<file path="config.mk">
export PLATFORM = sky130hd
export DESIGN_NAME = instr_fetch_flat
export DESIGN_NICKNAME = d
export VERILOG_FILES = /design/src/rtl/instr_fetch_if.sv /design/src/rtl/instr_fetch.sv /design/src/flat_wrapper.sv
export SDC_FILE = /design/constraint.sdc
export NUM_CORES = 1
export LEC_CHECK = 0
export ABC_AREA = 1
export CAP_MARGIN = 30
export CORE_MARGIN = 10
export CORE_UTILIZATION = 45
export CTS_CLUSTER_DIAMETER = 50
export DETAILED_ROUTE_END_ITERATION = 7
export HOLD_SLACK_MARGIN = 0.06
export PLACE_DENSITY = 0.8
export RECOVER_POWER = 100
export SYNTH_ARGS = -nofsm -noshare
export SYNTH_HDL_FRONTEND = slang
export SYNTH_SLANG_ARGS = --single-unit
</file>
<file path="constraint.sdc">
create_clock -name clk -period 1.75 [get_ports clk]
set_input_delay 0.35 -clock clk [delete_from_list [all_inputs] [get_ports clk]]
set_output_delay 0.35 -clock clk [all_outputs]
set_load 0.01 [all_outputs]
</file>
<file path="src/rtl/instr_fetch_if.sv">
// Fetch-side bus bundle: PC address bus, instruction-memory read port and decoder handoff.
interface instr_fetch_if #(
    parameter int ADDR_W = 16,
    parameter int DATA_W = 16
);
    logic [ADDR_W-1:0] addr_bus;
    logic              pc_out_en;
    logic              pc_count;
    logic [ADDR_W-1:0] mem_addr;
    logic              mem_rd;
    logic              mem_ack;
    logic [DATA_W-1:0] mem_data;
    logic [DATA_W-1:0] instr;
    logic [ADDR_W-1:0] instr_addr;
    logic              instr_valid;
    logic              instr_ready;

    modport master (
        input  addr_bus, mem_ack, mem_data, instr_ready,
        output pc_out_en, pc_count, mem_addr, mem_rd, instr, instr_addr, instr_valid
    );

    modport slave (
        output addr_bus, mem_ack, mem_data, instr_ready,
        input  pc_out_en, pc_count, mem_addr, mem_rd, instr, instr_addr, instr_valid
    );
endinterface

</file>
<file path="src/rtl/instr_fetch.sv">
// Fetch sequencer: samples the PC off the shared address bus, reads instruction memory,
// and hands the word to the decoder, pulsing the PC advance once it has been consumed.
//
// state   | meaning
// IDLE    | no fetch in progress, waiting for start
// DRIVE   | PC enabled onto addr_bus, sampled on the last cycle
// REQ     | memory read outstanding, timeout counter running
// VALID   | instruction held for the decoder
// ADVANCE | one-cycle PC advance pulse
module instr_fetch #(
    parameter int ADDR_W     = 16,
    parameter int DATA_W     = 16,
    parameter int SAMPLE_DLY = 1,
    parameter int TIMEOUT    = 15
) (
    input  logic clk,
    input  logic reset,
    input  logic start,
    input  logic flush,
    output logic mem_timeout,
    instr_fetch_if.master bus
);

    typedef enum logic [2:0] {
        IDLE    = 3'd0,
        DRIVE   = 3'd1,
        REQ     = 3'd2,
        VALID   = 3'd3,
        ADVANCE = 3'd4
    } state_t;

    // Both phases use one down-counter that terminates at zero.
    localparam logic [7:0] DRIVE_LOAD = 8'(SAMPLE_DLY);
    localparam logic [7:0] REQ_LOAD   = 8'(TIMEOUT - 1);

    state_t            state;
    state_t            next_state;
    logic [7:0]        cnt;
    logic [7:0]        cnt_next;
    logic              sample_addr;
    logic              capture;
    logic              timeout_hit;

    logic [ADDR_W-1:0] addr_reg;
    logic [DATA_W-1:0] instr_q;
    logic [ADDR_W-1:0] instr_addr_q;
    logic              pc_out_en_q;
    logic              pc_count_q;
    logic              mem_rd_q;
    logic              instr_valid_q;

    always_ff @(posedge clk) begin
        if (reset) begin
            state <= IDLE;
            cnt   <= '0;
        end else begin
            state <= next_state;
            cnt   <= cnt_next;
        end
    end

    always_comb begin
        next_state  = state;
        cnt_next    = (cnt == '0) ? cnt : cnt - 8'd1;
        sample_addr = 1'b0;
        capture     = 1'b0;
        timeout_hit = 1'b0;
        case (state)
            IDLE: begin
                if (start) begin
                    next_state = DRIVE;
                    cnt_next   = DRIVE_LOAD;
                end
            end
            DRIVE: begin
                if (cnt == '0) begin
                    sample_addr = 1'b1;
                    next_state  = REQ;
                    cnt_next    = REQ_LOAD;
                end
            end
            REQ: begin
                // An ack arriving on the last allowed cycle still completes the read.
                if (bus.mem_ack) begin
                    capture    = 1'b1;
                    next_state = VALID;
                end else if (cnt == '0) begin
                    timeout_hit = 1'b1;
                    next_state  = IDLE;
                end
            end
            VALID: begin
                if (bus.instr_ready) begin
                    next_state = ADVANCE;
                end
            end
            ADVANCE: begin
                if (start) begin
                    next_state = DRIVE;
                    cnt_next   = DRIVE_LOAD;
                end else begin
                    next_state = IDLE;
                end
            end
            default: next_state = IDLE;
        endcase
        // Redirect beats everything, including a same-cycle transfer or ack.
        if (flush && state != IDLE) begin
            next_state  = IDLE;
            sample_addr = 1'b0;
            capture     = 1'b0;
            timeout_hit = 1'b0;
        end
    end

    always_ff @(posedge clk) begin
        if (reset) begin
            addr_reg      <= '0;
            instr_q       <= '0;
            instr_addr_q  <= '0;
            pc_out_en_q   <= 1'b0;
            pc_count_q    <= 1'b0;
            mem_rd_q      <= 1'b0;
            instr_valid_q <= 1'b0;
            mem_timeout   <= 1'b0;
        end else begin
            if (sample_addr) begin
                addr_reg <= bus.addr_bus;
            end
            if (capture) begin
                instr_q      <= bus.mem_data;
                instr_addr_q <= addr_reg;
            end
            if (timeout_hit) begin
                mem_timeout <= 1'b1;
            end
            pc_out_en_q   <= (next_state == DRIVE);
            mem_rd_q      <= (next_state == REQ);
            instr_valid_q <= (next_state == VALID);
            pc_count_q    <= (next_state == ADVANCE);
        end
    end

    assign bus.pc_out_en   = pc_out_en_q;
    assign bus.pc_count    = pc_count_q;
    assign bus.mem_addr    = addr_reg;
    assign bus.mem_rd      = mem_rd_q;
    assign bus.instr       = instr_q;
    assign bus.instr_addr  = instr_addr_q;
    assign bus.instr_valid = instr_valid_q;

endmodule
</file>
<file path="src/flat_wrapper.sv">
// flat-port wrapper written by rule: the top's interface ports become plain ports
module instr_fetch_flat 
#(
    parameter int ADDR_W     = 16,
    parameter int DATA_W     = 16,
    parameter int SAMPLE_DLY = 1,
    parameter int TIMEOUT    = 15
)
  (clk, reset, start, flush, mem_timeout, bus_addr_bus, bus_mem_ack, bus_mem_data, bus_instr_ready, bus_pc_out_en, bus_pc_count, bus_mem_addr, bus_mem_rd, bus_instr, bus_instr_addr, bus_instr_valid);
  instr_fetch_if #(.ADDR_W(ADDR_W), .DATA_W(DATA_W)) bus_i ();
  input  logic clk;
  input  logic reset;
  input  logic start;
  input  logic flush;
  output logic mem_timeout;
  input wire logic [$bits(bus_i.addr_bus)-1:0] bus_addr_bus;
  input wire logic [$bits(bus_i.mem_ack)-1:0] bus_mem_ack;
  input wire logic [$bits(bus_i.mem_data)-1:0] bus_mem_data;
  input wire logic [$bits(bus_i.instr_ready)-1:0] bus_instr_ready;
  output wire logic [$bits(bus_i.pc_out_en)-1:0] bus_pc_out_en;
  output wire logic [$bits(bus_i.pc_count)-1:0] bus_pc_count;
  output wire logic [$bits(bus_i.mem_addr)-1:0] bus_mem_addr;
  output wire logic [$bits(bus_i.mem_rd)-1:0] bus_mem_rd;
  output wire logic [$bits(bus_i.instr)-1:0] bus_instr;
  output wire logic [$bits(bus_i.instr_addr)-1:0] bus_instr_addr;
  output wire logic [$bits(bus_i.instr_valid)-1:0] bus_instr_valid;
  assign bus_i.addr_bus = bus_addr_bus;
  assign bus_i.mem_ack = bus_mem_ack;
  assign bus_i.mem_data = bus_mem_data;
  assign bus_i.instr_ready = bus_instr_ready;
  assign bus_pc_out_en = bus_i.pc_out_en;
  assign bus_pc_count = bus_i.pc_count;
  assign bus_mem_addr = bus_i.mem_addr;
  assign bus_mem_rd = bus_i.mem_rd;
  assign bus_instr = bus_i.instr;
  assign bus_instr_addr = bus_i.instr_addr;
  assign bus_instr_valid = bus_i.instr_valid;
  instr_fetch #(.ADDR_W(ADDR_W), .DATA_W(DATA_W), .SAMPLE_DLY(SAMPLE_DLY), .TIMEOUT(TIMEOUT)) u_core (.clk(clk), .reset(reset), .start(start), .flush(flush), .mem_timeout(mem_timeout), .bus(bus_i));
endmodule
</file>
* Word-level counts from Yosys, hierarchy flattened
Cells that the tools add are included.
** Storage, ports and cells
- Logic and storage cells :: 45
- Register bits :: 64
- Bits of input ports :: 38
** Cells by class
- Equality and inequality tests :: 8
- $add $sub $neg :: 1
- Reduce and logical (&&, ||, !) cells :: 5
- Muxes and demuxes :: 21
** Operators with widths (number)
- $mux W8 :: 3
- $mux W3 :: 6
- $pmux W8 S2 :: 1
- $pmux W3 S5 :: 1
- $eq A3 B2 Y1 const B :: 4
- $mux W1 :: 10
- $logic_not A8 Y1 :: 1
- $sub A8 B1 Y8 const B :: 1
- $eq A3 B1 Y1 const B :: 2
- $eq A3 B3 Y1 const B :: 2
- $logic_not A3 Y1 :: 1
- $reduce_bool A3 Y1 :: 1
- $reduce_or A2 Y1 :: 1
- $logic_and A1 B1 Y1 :: 1

* Longest topological paths before layout
- Word-level depth :: 6
- Mapped depth :: 10

* Least setup slack after synthesis
Ideal clock, no wire load.
- Path type :: flip-flop to flip-flop
- Start :: reg u_core.cnt[0]
- End :: reg u_core.cnt[0]
- Data arrival time :: 1.465 ns
- Stages on the path, launching flop included :: 10
- Path slack :: 0.228 ns
- Cell sequence :: dfxtp_1 inv_1 ha_1 nand2_1 nor2_2 nand2_1 ha_1 o211ai_1 nand2_1 inv_1
** On the way
- Word-level cells in the longest chain between the ends :: 4
- Elaborated cells between the ends (all ways) :: 6
- Classes of those cells :: add/sub: 1; mux: 4; reduce/logical: 1
** RTL lines
- start: declaration :: line instr_fetch.sv:38 : logic [7:0] cnt;
- start signal: assignment :: line instr_fetch.sv:58 : cnt <= cnt_next;
- $sub A8 B1 Y8 / $logic_not A8 Y1 (equally long branches) :: line instr_fetch.sv:64, instr_fetch.sv:76
- $mux W8 :: line instr_fetch.sv:64 : cnt_next = (cnt == '0) ? cnt : cnt - 8'd1;
- $mux W8, on equally long branches :: line instr_fetch.sv:70, instr_fetch.sv:98, instr_fetch.sv:76
- $pmux W8 S2 (*) :: line instr_fetch.sv:68 : case (state)
Every way passes the cells marked *; elsewhere a longest branch is shown, timed or not.
A chain may end at the register's enable or synchronous reset.

* Worst setup path after layout
- Start :: reg u_core.addr_reg[13] (netlist: u_core.bus.mem_addr[13])
- End :: out bus_mem_addr[13]
** RTL lines
- start: declaration :: line instr_fetch.sv:44 : logic [ADDR_W-1:0] addr_reg;
- start signal: assignment :: line instr_fetch.sv:128 : addr_reg <= bus.addr_bus;
- end: declaration :: line flat_wrapper.sv:22 : output wire logic [$bits(bus_i.mem_addr)-1:0] bus_mem_addr;
No word-level cell between the ends.

==> impl_metrics.yaml <==
run_status:
  status: "complete, no violations"
global_routing:
  antenna_found_initial: 0
  grt_max_degree: 65
  grt_pass1_vias: 2317
  grt_pass1_wl_um: 11900
  grtUsageTotal_pct: 15.2
  grt-ovfl-total: 0
place:
  gp_congestion: 0.873
  portBuffers: 90
  place_area_um2: 3570
  dp_hpwl_um: 5500
sta:
  tns_ps: 0
  hold_viol: 0
  finalMaxSlewViolations: 0
  hold_slack_ps: 438
  fin_skew_ps: 8.75
  relSlewSlack_pct: 72.8
  rsz0062_at_grt: "false"
  period_needed_ps: 1690
  fmax_mhz: 593
  finalCritPeriodShare_pct: 96.4
  worstMarginPinSlew_ps: 408
  setup_violations: 0
floorplanning:
  ios: 91
  die-area_um2: 9340
  die_y_um: 96.7
  initial_utilization_pct: 47.2
  core_um2: 5610
  die_w_um: 96.7
  std_cell_rows: 27
finish:
  final_nets: 456
  fillers: 490
  drive_gt1_share_pct: 8.08
  stdcell_area_um2: 3740
  diodes: 0
  final_core_util_pct: 66.7
  area_growth_pct: 41.3
  final_cell_mix: "dfxtp_1, inv_1, a21oi_1, clkdlybuf4s50_1, dlygate4sd3_1"
  layout_commonest_cell: "dfxtp_1"
cts:
  numCtsBuffers: 9
  postCtsHoldBufs: 0
  clk_latency_ps: 350
  root_buffer: "clkbuf_8"
  clk_pin_slew_ps: 70
  htreeDepth: 3
  clkSinkCount: 64
  cts_tree: "yes"
  cts_buffer_depth: 2
pwr:
  peakVddDrop_mv: 0.969
  power_density_nw_per_um2: 1360
  p_leak_nw: 1.55
synthesis:
  yosys_warnings: 0
  ys_ff_latch: 64
  synth_area_um2: 2650
  synthDistinctLibCells: 26
  syn_nets: 366
  synthCells: 326
  syn_area_per_cell_um2: 8.11
  seq_area_frac_synth_pct: 48.4
routing:
  vias_per_cell: 4.87
  drtAntennaViolNets: 0
  drtIter0Drc: 99
  routed_wl_um: 7280
  wire_per_inst_um: 14.8
  vias: 2399
  dr.pass1.iters: 4
  drc: 0
run:
  drv_cap: 0
worst_setup_path:
  cp_max_fo: 3
  regToRegEndpoint: "u_core.bus.mem_addr[7]"
  critPathTopFamily: "buffers and inverters"
  startpoint_type: "register"
  crit_type: "register to output pin"
  critPathBufInv: 1
  end_kind: "output pin"
  worstPathArrival_ps: 1340
  max_stage_delay_ps: 640
  cp_slowest_cell: "dlygate4sd3_1"
  reg2reg_slack_ps: 130
  r2r_cells: 7
  crit_chain: "dlygate4sd3_1"
  r2r-start: "u_core.cnt[0]"
  crit_required_ps: 1400
min_path:
  holdPathEnd: "u_core.bus.instr_addr[3]"
  whs_path_depth: 2
  hp-class: "register to register"
  min_from: "u_core.bus.instr_addr[3]"
registers in the layout, summed over array words and instances (netlist names):
name and count:
u_core.bus.pc_out_en 1, u_core.mem_timeout 1, u_core.cnt 8, u_core.state 3
u_core.bus.instr_addr 16, u_core.bus.instr_valid 1, u_core.bus.mem_rd 1, u_core.bus.mem_addr 16
u_core.bus.pc_count 1, u_core.bus.instr 16
timing repair:
action                     CTS  global route
setup endpoints to repair    0             4
resized for setup            0             0
setup buffers                0             0
kinds of logic after synthesis:
kind of cell	after synthesis	share of synthesized area [%]
XOR/XNOR	5	1.66
buffers and inverters	71	13.2
AO/OA/AOI/OAI	88	17.1
adder cells (fa/ha/maj)	2	0.946
flip-flops	64	48.4
AND/OR/NAND/NOR	96	18.6
worst min-delay path: cells and delay by family (launching register included):
kind / cells / cell delay [ps]
buf+inv: 1 / 40
flops: 1 / 310
compound gates: 1 / 50
synth_stat cells, drive strengths merged:
library cell	number	area [um2]
nand2	42	165
inv	53	199
nor2	24	119
ha	2	25.0
a21boi	1	11.3
clkbuf	5	18.8
o211ai	1	7.51
a21oi	51	255
buf	13	133
xor2	4	35.0
dfxtp	64	1280
nand3	12	95.1
nand4	18	113
o21ai	35	179
xnor2	1	8.76
area by class of cell:
type	instances	area, um2	area share (%)
Multi-Input combinational cell	191	1000	26.8
Clock inverter	4	28.8	0.770
Tap cell	72	90.1	2.41
Sequential cell	64	1280	34.3
Timing Repair Buffer	97	982	26.3
Inverter	53	199	5.32
Clock buffer	12	155	4.15
stage by stage:
stage / std cells / worst slack [ps] / power, mW
floorplan: 326 / 228 / 3.38
global placement: 477 / 153 / 3.94
detailed placement: 477 / 102 / 4.03
CTS: 493 / 87.0 / 5.19
global route: 493 / 16.3 / 5.41
finish: 493 / 63.5 / 5.07
power by group:
part / internal, mW / total, mW / switching (mW)
clock: 0.590 / 1.14 / 0.548
combinational: 0.824 / 2.08 / 1.26
sequential: 1.70 / 1.85 / 0.149
worst max path at each step:
stage	startpoint	end	slack (ps)	cells after the start
2_1_floorplan	u_core.cnt[0]	u_core.cnt[0]	230	9
3_3_place_gp	bus_mem_ack	u_core.bus.mem_rd	150	10
3_5_place_dp	flush	u_core.bus.instr[2]	100	6
4_1_cts	u_core.bus.mem_addr[15]	bus_mem_addr[15]	90	1
5_1_grt	u_core.cnt[0]	u_core.bus.mem_addr[6]	20	7
6_report	u_core.bus.mem_addr[13]	bus_mem_addr[13]	60	1
routing by layer:
layer,global-route usage (%),up-vias,share of wire (%)
met5,0,-,0
met4,5.75,0,1.2
met3,5.32,7,5.7
met2,25.4,74,50
met1,17.2,1078,43
li1,-,1240,-
(Power assumes the default switching activity.)
